**config.mk**
```make
export PLATFORM = sky130hd
export DESIGN_NAME = kf_seq_ctrl_flat
export DESIGN_NICKNAME = d
export VERILOG_FILES = /design/src/rtl/kf_seq_pkg.sv /design/src/rtl/kf_seq_ctrl_if.sv /design/src/rtl/kf_seq_coef_rf.sv /design/src/rtl/kf_seq_ctrl.sv /design/src/flat_wrapper.sv
export SDC_FILE = /design/constraint.sdc
export NUM_CORES = 2
export LEC_CHECK = 0
export CORE_MARGIN = 3
export CORE_UTILIZATION = 50
export DETAILED_ROUTE_END_ITERATION = 8
export GPL_ROUTABILITY_DRIVEN = 0
export GPL_TIMING_DRIVEN = 0
export HOLD_SLACK_MARGIN = 0.06
export PLACE_DENSITY = 0.68
export SYNTH_ARGS = -nofsm -noshare
export SYNTH_HDL_FRONTEND = slang
export SYNTH_SLANG_ARGS = --single-unit
```
**constraint.sdc**
```tcl
create_clock -name clk -period 3 [get_ports clk]
set_input_delay 0.3 -clock clk [delete_from_list [all_inputs] [get_ports clk]]
set_output_delay 0.3 -clock clk [all_outputs]
set_load 0.005 [all_outputs]
```
**src/rtl/kf_seq_pkg.sv**
```systemverilog
// rtl/kf_seq_pkg.sv - shared constants, state encoding and default coefficient table for kf_seq_ctrl
package kf_seq_pkg;

  localparam int W           = 24;
  localparam int FRAC        = 14;
  localparam int NCOEF       = 20;
  localparam int DEF_LOOP    = 20;
  localparam int DEF_TIMEOUT = 1024;

  // Coefficient index width and the table size in that width, for compare-without-extension
  localparam int AW = 5;
  localparam logic [AW-1:0] NCOEF_A = AW'(NCOEF);

  // 1.0 in sign-magnitude with FRAC fractional bits
  localparam logic [W-1:0] COEF_ONE = W'(1 << FRAC);

  typedef enum logic [2:0] {
    ST_IDLE,
    ST_LOAD,
    ST_WAIT_MEAS,
    ST_WAIT_RES,
    ST_OUT
  } seq_state_t;

  // Power-up coefficient table: x1,x2,p11..p22,phi11..phi22,q11..q22,h1,h2,R,g1,g2,u
  function automatic logic [W-1:0] kf_coef_default(input int idx);
    case (idx)
      1:               return 24'h0001EB;  // 0.03
      2, 5, 6, 9, 14:  return COEF_ONE;    // 1.0
      7, 16:           return 24'h000666;  // 0.1
      10, 13:          return 24'h0000A4;  // 0.01
      default:         return '0;
    endcase
  endfunction

endpackage

```
**src/rtl/kf_seq_ctrl_if.sv**
```systemverilog
// rtl/kf_seq_ctrl_if.sv - host, stream and core-side signal bundle of the Kalman sequencer
interface kf_seq_ctrl_if;
  import kf_seq_pkg::*;

  logic                run;
  logic                reinit;
  logic                cfg_we;
  logic [AW-1:0]       cfg_addr;
  logic [W-1:0]        cfg_wdata;
  logic [W-1:0]        cfg_rdata;
  logic                meas_valid;
  logic [W-1:0]        meas_data;
  logic                meas_ready;
  logic                res_valid;
  logic [W-1:0]        res_data;
  logic                res_ready;
  logic                core_start;
  logic [W-1:0]        core_data_in;
  logic [7:0]          core_loop_addr;
  logic [W-1:0]        core_data_out;
  logic                core_valid;
  logic                busy;
  logic [15:0]         sample_cnt;
  logic                err_spurious;
  logic                err_timeout;
  logic                err_clr;

  // Sequencer side
  modport slave (
    input  run, reinit, cfg_we, cfg_addr, cfg_wdata, meas_valid, meas_data,
           res_ready, core_data_out, core_valid, err_clr,
    output cfg_rdata, meas_ready, res_valid, res_data, core_start, core_data_in,
           core_loop_addr, busy, sample_cnt, err_spurious, err_timeout
  );

  // Host / core / environment side
  modport master (
    output run, reinit, cfg_we, cfg_addr, cfg_wdata, meas_valid, meas_data,
           res_ready, core_data_out, core_valid, err_clr,
    input  cfg_rdata, meas_ready, res_valid, res_data, core_start, core_data_in,
           core_loop_addr, busy, sample_cnt, err_spurious, err_timeout
  );

endinterface

```
**src/rtl/kf_seq_coef_rf.sv**
```systemverilog
// rtl/kf_seq_coef_rf.sv - coefficient register file with host read port and burst snapshot
module kf_seq_coef_rf
  import kf_seq_pkg::*;
(
  input  logic           clk,
  input  logic           rst_n,
  input  logic           we,
  input  logic [AW-1:0]  waddr,
  input  logic [W-1:0]   wdata,
  input  logic [AW-1:0]  raddr,
  output logic [W-1:0]   rdata,
  input  logic           snap_capture,
  input  logic [AW-1:0]  snap_addr,
  output logic [W-1:0]   snap_data
);

  logic [W-1:0] coef [NCOEF];
  logic [W-1:0] snap [NCOEF];

  // Host-visible table; out-of-range writes are dropped
  always_ff @(posedge clk or negedge rst_n) begin
    if (!rst_n) begin
      for (int i = 0; i < NCOEF; i++) coef[i] <= kf_coef_default(i);
    end else if (we && (waddr < NCOEF_A)) begin
      coef[waddr] <= wdata;
    end
  end

  // Burst copy frozen at LOAD entry so host writes mid-burst only affect the next burst
  always_ff @(posedge clk or negedge rst_n) begin
    if (!rst_n) begin
      for (int i = 0; i < NCOEF; i++) snap[i] <= '0;
    end else if (snap_capture) begin
      snap <= coef;
    end
  end

  // Registered host read; a same-cycle write is not yet visible
  always_ff @(posedge clk or negedge rst_n) begin
    if (!rst_n) rdata <= '0;
    else        rdata <= (raddr < NCOEF_A) ? coef[raddr] : '0;
  end

  assign snap_data = (snap_addr < NCOEF_A) ? snap[snap_addr] : '0;

endmodule

```
**src/rtl/kf_seq_ctrl.sv**
```systemverilog
// rtl/kf_seq_ctrl.sv - Kalman core sequencer top; KF_SEQ_WDOG_EN enables the WAIT_RES watchdog
module kf_seq_ctrl
  import kf_seq_pkg::*;
#(
  parameter int LOOP_ADDR = DEF_LOOP,
  parameter int TIMEOUT   = DEF_TIMEOUT
) (
  input  logic          clk,
  input  logic          rst_n,
  kf_seq_ctrl_if.slave  bus
);

  seq_state_t     state;
  logic [AW-1:0]  idx;
  logic           core_start_q;
  logic [W-1:0]   core_data_q;
  logic [7:0]     loop_q;
  logic           res_valid_q;
  logic [W-1:0]   res_data_q;
  logic [15:0]    cnt_q;
  logic           spur_q;
  logic           meas_rdy;
  logic           load_enter;
  logic           timeout_hit;
  logic [W-1:0]   snap_data;

  assign meas_rdy   = (state == ST_WAIT_MEAS) && !bus.reinit;
  assign load_enter = bus.reinit || ((state == ST_IDLE) && bus.run) || timeout_hit;

  kf_seq_coef_rf u_rf (
    .clk          (clk),
    .rst_n        (rst_n),
    .we           (bus.cfg_we),
    .waddr        (bus.cfg_addr),
    .wdata        (bus.cfg_wdata),
    .raddr        (bus.cfg_addr),
    .rdata        (bus.cfg_rdata),
    .snap_capture (load_enter),
    .snap_addr    (idx),
    .snap_data    (snap_data)
  );

`ifdef KF_SEQ_WDOG_EN
  localparam int WD_W = $clog2(TIMEOUT + 1);
  logic [WD_W-1:0] wd_cnt;
  logic            tout_q;

  // Cycles spent in WAIT_RES without a core result; zero whenever outside WAIT_RES
  always_ff @(posedge clk or negedge rst_n) begin
    if (!rst_n)                     wd_cnt <= '0;
    else if (state != ST_WAIT_RES)  wd_cnt <= '0;
    else if (!bus.core_valid)       wd_cnt <= wd_cnt + WD_W'(1);
  end

  assign timeout_hit = (state == ST_WAIT_RES) && !bus.core_valid &&
                       (wd_cnt == WD_W'(TIMEOUT - 1));

  // Sticky timeout flag; a new timeout beats a simultaneous clear
  always_ff @(posedge clk or negedge rst_n) begin
    if (!rst_n)            tout_q <= 1'b0;
    else if (timeout_hit)  tout_q <= 1'b1;
    else if (bus.err_clr)  tout_q <= 1'b0;
  end

  assign bus.err_timeout = tout_q;
`else
  assign timeout_hit     = 1'b0;
  assign bus.err_timeout = 1'b0;
`endif

  // Sequencer FSM: init burst, measurement handshake, result hold
  always_ff @(posedge clk or negedge rst_n) begin
    if (!rst_n) begin
      state        <= ST_IDLE;
      idx          <= '0;
      core_start_q <= 1'b0;
      core_data_q  <= '0;
      loop_q       <= '0;
      res_valid_q  <= 1'b0;
      res_data_q   <= '0;
      cnt_q        <= '0;
    end else if (load_enter) begin
      // Word 0 of the burst: START pulse with zero data
      state        <= ST_LOAD;
      idx          <= '0;
      core_start_q <= 1'b1;
      core_data_q  <= '0;
      loop_q       <= 8'(LOOP_ADDR);
      res_valid_q  <= 1'b0;
    end else begin
      case (state)
        ST_LOAD: begin
          core_start_q <= 1'b0;
          if (idx == NCOEF_A) begin
            state <= ST_WAIT_MEAS;
          end else begin
            core_data_q <= snap_data;
            idx         <= idx + AW'(1);
          end
        end
        ST_WAIT_MEAS: begin
          if (bus.meas_valid && meas_rdy) begin
            core_data_q <= bus.meas_data;
            state       <= ST_WAIT_RES;
          end else if (!bus.run) begin
            state <= ST_IDLE;
          end
        end
        ST_WAIT_RES: begin
          if (bus.core_valid) begin
            res_data_q  <= bus.core_data_out;
            res_valid_q <= 1'b1;
            cnt_q       <= cnt_q + 16'd1;
            state       <= ST_OUT;
          end
        end
        ST_OUT: begin
          if (bus.res_ready) begin
            res_valid_q <= 1'b0;
            state       <= bus.run ? ST_WAIT_MEAS : ST_IDLE;
          end
        end
        default: begin
        end
      endcase
    end
  end

  // Sticky flag for core results arriving when none is expected
  always_ff @(posedge clk or negedge rst_n) begin
    if (!rst_n)                                          spur_q <= 1'b0;
    else if (bus.core_valid && (state != ST_WAIT_RES))   spur_q <= 1'b1;
    else if (bus.err_clr)                                spur_q <= 1'b0;
  end

  assign bus.meas_ready     = meas_rdy;
  assign bus.res_valid      = res_valid_q;
  assign bus.res_data       = res_data_q;
  assign bus.core_start     = core_start_q;
  assign bus.core_data_in   = core_data_q;
  assign bus.core_loop_addr = loop_q;
  assign bus.busy           = (state != ST_IDLE);
  assign bus.sample_cnt     = cnt_q;
  assign bus.err_spurious   = spur_q;

endmodule

```
**src/flat_wrapper.sv**
```systemverilog
// flat-port wrapper written by rule: the top's interface ports become plain ports
module kf_seq_ctrl_flat import kf_seq_pkg::*;
#(
  parameter int LOOP_ADDR = DEF_LOOP,
  parameter int TIMEOUT   = DEF_TIMEOUT
)
  (clk, rst_n, bus_run, bus_reinit, bus_cfg_we, bus_cfg_addr, bus_cfg_wdata, bus_meas_valid, bus_meas_data, bus_res_ready, bus_core_data_out, bus_core_valid, bus_err_clr, bus_cfg_rdata, bus_meas_ready, bus_res_valid, bus_res_data, bus_core_start, bus_core_data_in, bus_core_loop_addr, bus_busy, bus_sample_cnt, bus_err_spurious, bus_err_timeout);
  kf_seq_ctrl_if bus_i ();
  input  logic clk;
  input  logic rst_n;
  input wire logic [$bits(bus_i.run)-1:0] bus_run;
  input wire logic [$bits(bus_i.reinit)-1:0] bus_reinit;
  input wire logic [$bits(bus_i.cfg_we)-1:0] bus_cfg_we;
  input wire logic [$bits(bus_i.cfg_addr)-1:0] bus_cfg_addr;
  input wire logic [$bits(bus_i.cfg_wdata)-1:0] bus_cfg_wdata;
  input wire logic [$bits(bus_i.meas_valid)-1:0] bus_meas_valid;
  input wire logic [$bits(bus_i.meas_data)-1:0] bus_meas_data;
  input wire logic [$bits(bus_i.res_ready)-1:0] bus_res_ready;
  input wire logic [$bits(bus_i.core_data_out)-1:0] bus_core_data_out;
  input wire logic [$bits(bus_i.core_valid)-1:0] bus_core_valid;
  input wire logic [$bits(bus_i.err_clr)-1:0] bus_err_clr;
  output wire logic [$bits(bus_i.cfg_rdata)-1:0] bus_cfg_rdata;
  output wire logic [$bits(bus_i.meas_ready)-1:0] bus_meas_ready;
  output wire logic [$bits(bus_i.res_valid)-1:0] bus_res_valid;
  output wire logic [$bits(bus_i.res_data)-1:0] bus_res_data;
  output wire logic [$bits(bus_i.core_start)-1:0] bus_core_start;
  output wire logic [$bits(bus_i.core_data_in)-1:0] bus_core_data_in;
  output wire logic [$bits(bus_i.core_loop_addr)-1:0] bus_core_loop_addr;
  output wire logic [$bits(bus_i.busy)-1:0] bus_busy;
  output wire logic [$bits(bus_i.sample_cnt)-1:0] bus_sample_cnt;
  output wire logic [$bits(bus_i.err_spurious)-1:0] bus_err_spurious;
  output wire logic [$bits(bus_i.err_timeout)-1:0] bus_err_timeout;
  assign bus_i.run = bus_run;
  assign bus_i.reinit = bus_reinit;
  assign bus_i.cfg_we = bus_cfg_we;
  assign bus_i.cfg_addr = bus_cfg_addr;
  assign bus_i.cfg_wdata = bus_cfg_wdata;
  assign bus_i.meas_valid = bus_meas_valid;
  assign bus_i.meas_data = bus_meas_data;
  assign bus_i.res_ready = bus_res_ready;
  assign bus_i.core_data_out = bus_core_data_out;
  assign bus_i.core_valid = bus_core_valid;
  assign bus_i.err_clr = bus_err_clr;
  assign bus_cfg_rdata = bus_i.cfg_rdata;
  assign bus_meas_ready = bus_i.meas_ready;
  assign bus_res_valid = bus_i.res_valid;
  assign bus_res_data = bus_i.res_data;
  assign bus_core_start = bus_i.core_start;
  assign bus_core_data_in = bus_i.core_data_in;
  assign bus_core_loop_addr = bus_i.core_loop_addr;
  assign bus_busy = bus_i.busy;
  assign bus_sample_cnt = bus_i.sample_cnt;
  assign bus_err_spurious = bus_i.err_spurious;
  assign bus_err_timeout = bus_i.err_timeout;
  kf_seq_ctrl #(.LOOP_ADDR(LOOP_ADDR), .TIMEOUT(TIMEOUT)) u_core (.clk(clk), .rst_n(rst_n), .bus(bus_i));
endmodule
```
==> insert_results.sql <==
INSERT INTO impl_metrics (metric_group, metric, value, unit) VALUES
('status', 'run_status', 'completed', ''),
('yosys', 'synth-edff-count', '0', ''),
('cts', 'ctsRootBufferMaster', 'sky130_fd_sc_hd__clkbuf_16', ''),
('route', 'detail_route.wirelength', '156000', 'um'),
('finish', 'layout.nets', '4489', ''),
('grt', 'first_global_vias', '33400', ''),
('route', 'detail-route-antenna-nets', '0', ''),
('floorplanning', 'die-width', '316', 'um'),
('sta', 'final_min_period_over_clock_period', '99.7', '%'),
('pwr', 'power_dens_cells', '809', 'nW/um^2'),
('setup_path', 'critPathMaxFanout', '10', ''),
('yosys', 'synth-seq-area-share', '55.4', '%'),
('cts', 'cts-buffers-inserted', '112', ''),
('yosys', 'synth-seq-cells', '1060', ''),
('setup_path', 'cp.arrival', '3.53', 'ns'),
('cts', 'insertion_delay', '0.70', 'ns'),
('sta', 'timing_worst_slew_pin_value', '1.19', 'ns'),
('sta', 'finalClockSkew', '0.0286', 'ns'),
('sta', 'worst_hold_slack', '0.151', 'ns'),
('yosys', 'synth-warning-count', '0', ''),
('finish', 'area.growth.synth_to_final', '15.3', '%'),
('pwr', 'vdd.ir_drop.worst', '0.563', 'mV'),
('finish', 'regArea', '26600', 'um^2'),
('cts', 'cts_tree', 'built', ''),
('run', 'cap_viol_max_count', '0', ''),
('grt', 'grt_start_max_net_pins', '177', ''),
('sta', 'max_clock_freq', '334', 'MHz'),
('setup_path', 'cp-end-kind', 'flop', ''),
('floorplanning', 'placementRows', '113', ''),
('yosys', 'netlist_instances', '4116', ''),
('floorplanning', 'starting_utilization_of_the_core_area', '50.4', '%'),
('route', 'detail_route.wl_per_cell', '26.9', 'um'),
('finish', 'multi_input_gate_area', '19800', 'um^2'),
('route', 'number_of_drc_violations_after_detailed_routing_iteration_0', '4221', ''),
('finish', 'finalNonFillerCells', '5775', ''),
('setup_path', 'critical_path.startpoint_type', 'flop', ''),
('yosys', 'mappedNetlistArea', '48000', 'um^2'),
('floorplanning', 'core_footprint', '95200', 'um^2'),
('yosys', 'post_synth_num_cell_types', '57', ''),
('cts', 'clkTransAtPathRegs', '0.06', 'ns'),
('floorplanning', 'die_height', '316', 'um'),
('finish', 'final_cell_area', '55300', 'um^2'),
('grt', 'grt.total_usage', '31.4', '%'),
('finish', 'fill_cells', '7867', ''),
('placed_design', 'detailedPlace.worstSlack', '-0.715', 'ns'),
('route', 'route.vias.total', '33900', ''),
('floorplanning', 'ios', '188', ''),
('grt', 'grt_remaining_overflow', '0', ''),
('placed_design', 'buffer_ports.inserted', '153', ''),
('yosys', 'synthFlopType', 'sky130_fd_sc_hd__dfrtp_1', ''),
('route', 'route.detailed.vias_per_inst', '5.87', ''),
('placed_design', 'place_hpwl', '117000', 'um'),
('placed_design', 'placed_cells_incl_taps', '5546', ''),
('route', 'drcViolationCount', '0', ''),
('sta', 'rsz_0062_raised_after_global_routing', 'false', ''),
('grt', 'grt_first_pass_wirelength', '227000', 'um'),
('setup_path', 'cp_data_required_time', '3.54', 'ns'),
('finish', 'final_layout_size_suffix_gt1_share', '26.9', '%'),
('cts', 'tritoncts_num_sinks', '1060', ''),
('grt', 'initial_antenna_violation_count', '15', ''),
('cts', 'cts.htree.levels', '3', ''),
('yosys', 'syn_avg_cell_area', '11.7', 'um^2'),
('sta', 'hold_violations', '0', ''),
('hold_path', 'hold_path_class', 'input port to flop', ''),
('floorplanning', 'die-area', '99700', 'um^2'),
('placed_design', 'placedInstanceArea', '51300', 'um^2'),
('cts', 'clock_path_buffers', '3', ''),
('sta', 'post-route-worst-setup-slack', '0.00812', 'ns'),
('sta', 'finalWorstPathRequiredPeriod', '2.99', 'ns'),
('sta', 'timing.final.max_slew_violations', '0', ''),
('setup_path', 'timing.setup.critical_path_class', 'flop to flop', ''),
('sta', 'relSlewSlack', '20.6', '%'),
('sta', 'final_setup_violating_endpoints', '0', ''),
('yosys', 'postSynth.asyncResetShare', '100', '%'),
('route', 'drt_first_pass_iters', '5', ''),
('pwr', 'power.static_leakage', '26.3', 'nW');
routing by layer:
layer | share of wire, % | GRT usage [%] | vias up | routed length (um)
met5 | 0.026 | 0 | - | 40
li1 | - | - | 14500 | -
met4 | 3.7 | 11.2 | 6 | 5830
met3 | 10 | 7.94 | 298 | 15700
met2 | 45 | 47.8 | 1715 | 70100
met1 | 41 | 44.1 | 17400 | 63900
synthesized netlist by cell type, types with 3 or more instances:
library cell	n	area (um^2)
sky130_fd_sc_hd__xor2_1	4	35.0
sky130_fd_sc_hd__o211ai_1	24	180
sky130_fd_sc_hd__inv_1	9	33.8
sky130_fd_sc_hd__nand3b_1	10	75.1
sky130_fd_sc_hd__xnor2_1	16	140
sky130_fd_sc_hd__mux2_4	23	345
sky130_fd_sc_hd__nand2_1	1626	6100
sky130_fd_sc_hd__nor2_1	34	128
sky130_fd_sc_hd__o221ai_1	24	210
sky130_fd_sc_hd__a22o_1	20	175
sky130_fd_sc_hd__dfstp_2	30	788
sky130_fd_sc_hd__nand4_1	3	18.8
sky130_fd_sc_hd__dfrtp_1	1030	25800
sky130_fd_sc_hd__a211o_1	4	35.0
sky130_fd_sc_hd__and3_1	4	25.0
sky130_fd_sc_hd__mux4_2	216	4860
sky130_fd_sc_hd__buf_2	179	896
sky130_fd_sc_hd__and2_1	4	25.0
sky130_fd_sc_hd__mux2_2	479	5390
sky130_fd_sc_hd__mux2_1	5	56.3
sky130_fd_sc_hd__nand2_2	6	37.5
sky130_fd_sc_hd__o2111ai_1	24	210
sky130_fd_sc_hd__buf_4	31	233
sky130_fd_sc_hd__a21oi_1	28	140
sky130_fd_sc_hd__o21ai_0	26	130
sky130_fd_sc_hd__ha_1	3	37.5
sky130_fd_sc_hd__or3_1	3	18.8
sky130_fd_sc_hd__and4_1	4	35.0
sky130_fd_sc_hd__buf_1	8	30.0
sky130_fd_sc_hd__buf_6	15	169
sky130_fd_sc_hd__nor3_1	3	15.0
sky130_fd_sc_hd__nor3b_2	3	37.5
sky130_fd_sc_hd__clkbuf_1	87	327
sky130_fd_sc_hd__mux2i_1	96	961
sky130_fd_sc_hd__nand3_1	8	40.0
critical path, stage by stage, from the launching register on:
cell and delay (ns):
sky130_fd_sc_hd__dfrtp_1 0.60, sky130_fd_sc_hd__buf_6 0.27, sky130_fd_sc_hd__buf_4 0.30, sky130_fd_sc_hd__mux4_2 0.62
sky130_fd_sc_hd__mux2i_1 0.49, sky130_fd_sc_hd__nand2_1 0.16, sky130_fd_sc_hd__o2111ai_2 0.21, sky130_fd_sc_hd__o211ai_1 0.15
power breakdown:
| part | switching [W] | internal (W) |
|---|---|---|
| registers | 0.00230 | 0.0176 |
| clock network | 0.00589 | 0.00841 |
| logic | 0.00574 | 0.00480 |
cell usage in the layout (no fill, tap or decap), types with 13 or more instances in the layout:
cell                              instances
sky130_fd_sc_hd__buf_4                   36
sky130_fd_sc_hd__mux2i_1                 90
sky130_fd_sc_hd__clkbuf_8                32
sky130_fd_sc_hd__a22o_1                  20
sky130_fd_sc_hd__o221ai_1                24
sky130_fd_sc_hd__mux2_2                 479
sky130_fd_sc_hd__clkbuf_1               114
sky130_fd_sc_hd__mux4_2                 216
sky130_fd_sc_hd__buf_6                   16
sky130_fd_sc_hd__a21oi_1                 28
sky130_fd_sc_hd__o211ai_1                24
sky130_fd_sc_hd__clkinv_2                22
sky130_fd_sc_hd__o2111ai_1               13
sky130_fd_sc_hd__mux2_4                  23
sky130_fd_sc_hd__nand2_1               1625
sky130_fd_sc_hd__dfrtp_1               1030
sky130_fd_sc_hd__xnor2_1                 16
sky130_fd_sc_hd__clkbuf_16              116
sky130_fd_sc_hd__dfstp_2                 30
sky130_fd_sc_hd__buf_2                  177
sky130_fd_sc_hd__o21ai_0                 23
sky130_fd_sc_hd__nor2_1                  34
sky130_fd_sc_hd__clkdlybuf4s50_1        152
flip-flops by register name, indices dropped and copies added, names as in the netlist:
name and flops:
u_core.bus.core_data_in 24, u_core.bus.core_loop_addr 1, u_core.bus.core_start 1, u_core.bus.err_spurious 1
u_core.bus.res_data 24, u_core.bus.res_valid 1, u_core.bus.sample_cnt 16, u_core.idx 5
u_core.state 3, u_core.u_rf.coef 480, u_core.u_rf.rdata 24, u_core.u_rf.snap 480
kinds of logic (layout without fill, tap and decap cells):
| kind of cell | Yosys count | after routing | synth area share (%) |
|---|---|---|---|
| AOI/OAI and AO/OA | 156 | 156 | 2.35 |
| buffers and inverters | 332 | 708 | 3.61 |
| and+or+nand+nor | 1725 | 1725 | 14.0 |
| DFF | 1060 | 1060 | 55.4 |
| xor gates and xnor gates | 20 | 20 | 0.365 |
| adders and majority gates | 3 | 3 | 0.0782 |
| muxes | 819 | 819 | 24.2 |
| other | 1 | 19 | 0.00781 |
metrics by stage:
stage	TNS, ns	total power (W)	util (%)
finish	0	0.0448	58.1
global route	0	0.0466	58.1
CTS	-0.0123	0.0446	58.0
detailed placement	-13.67	0.0303	53.9
global placement	-	0.0300	53.7
floorplan	0	0.0257	-
cell type report:
type / count / share of cell area, %
multi-input cells: 2730 / 35.8
well taps: 1265 / 2.86
repair buffers: 165 / 3.22
plain buffers: 321 / 3.08
diodes: 12 / 0.0543
clock inverters: 35 / 0.669
inverters: 10 / 0.0678
flip-flops and latches: 1060 / 48.0
clock buffers: 177 / 6.20
path summary, 6_finish.rpt:
path,slack (ns),depth (start not counted),to,start
setup / recovery,0.008,7,u_core.bus.core_data_in[20],u_core.idx[0]
hold / removal,0.15,3,u_core.state[0],bus_reinit
setup reg to reg,0.008,7,u_core.bus.core_data_in[20],u_core.idx[0]
hold reg to reg,0.46,2,u_core.u_rf.snap[85],u_core.u_rf.snap[85]
max in group asynchronous,0.61,5,u_core.u_rf.snap[57],rst_n
min in group asynchronous,0.22,2,u_core.u_rf.snap[17],rst_n
timing repair:
action | CTS | global route
hold buffers | 1 | 0
gates resized for setup | 16 | 15
setup buffers | 4 | 0
pin swaps | 2 | 0
endpoints found under the setup margin | 25 | 283
hold endpoints to repair | 128 | 0
gates cloned | 0 | 1
(Power assumes the default switching activity.)
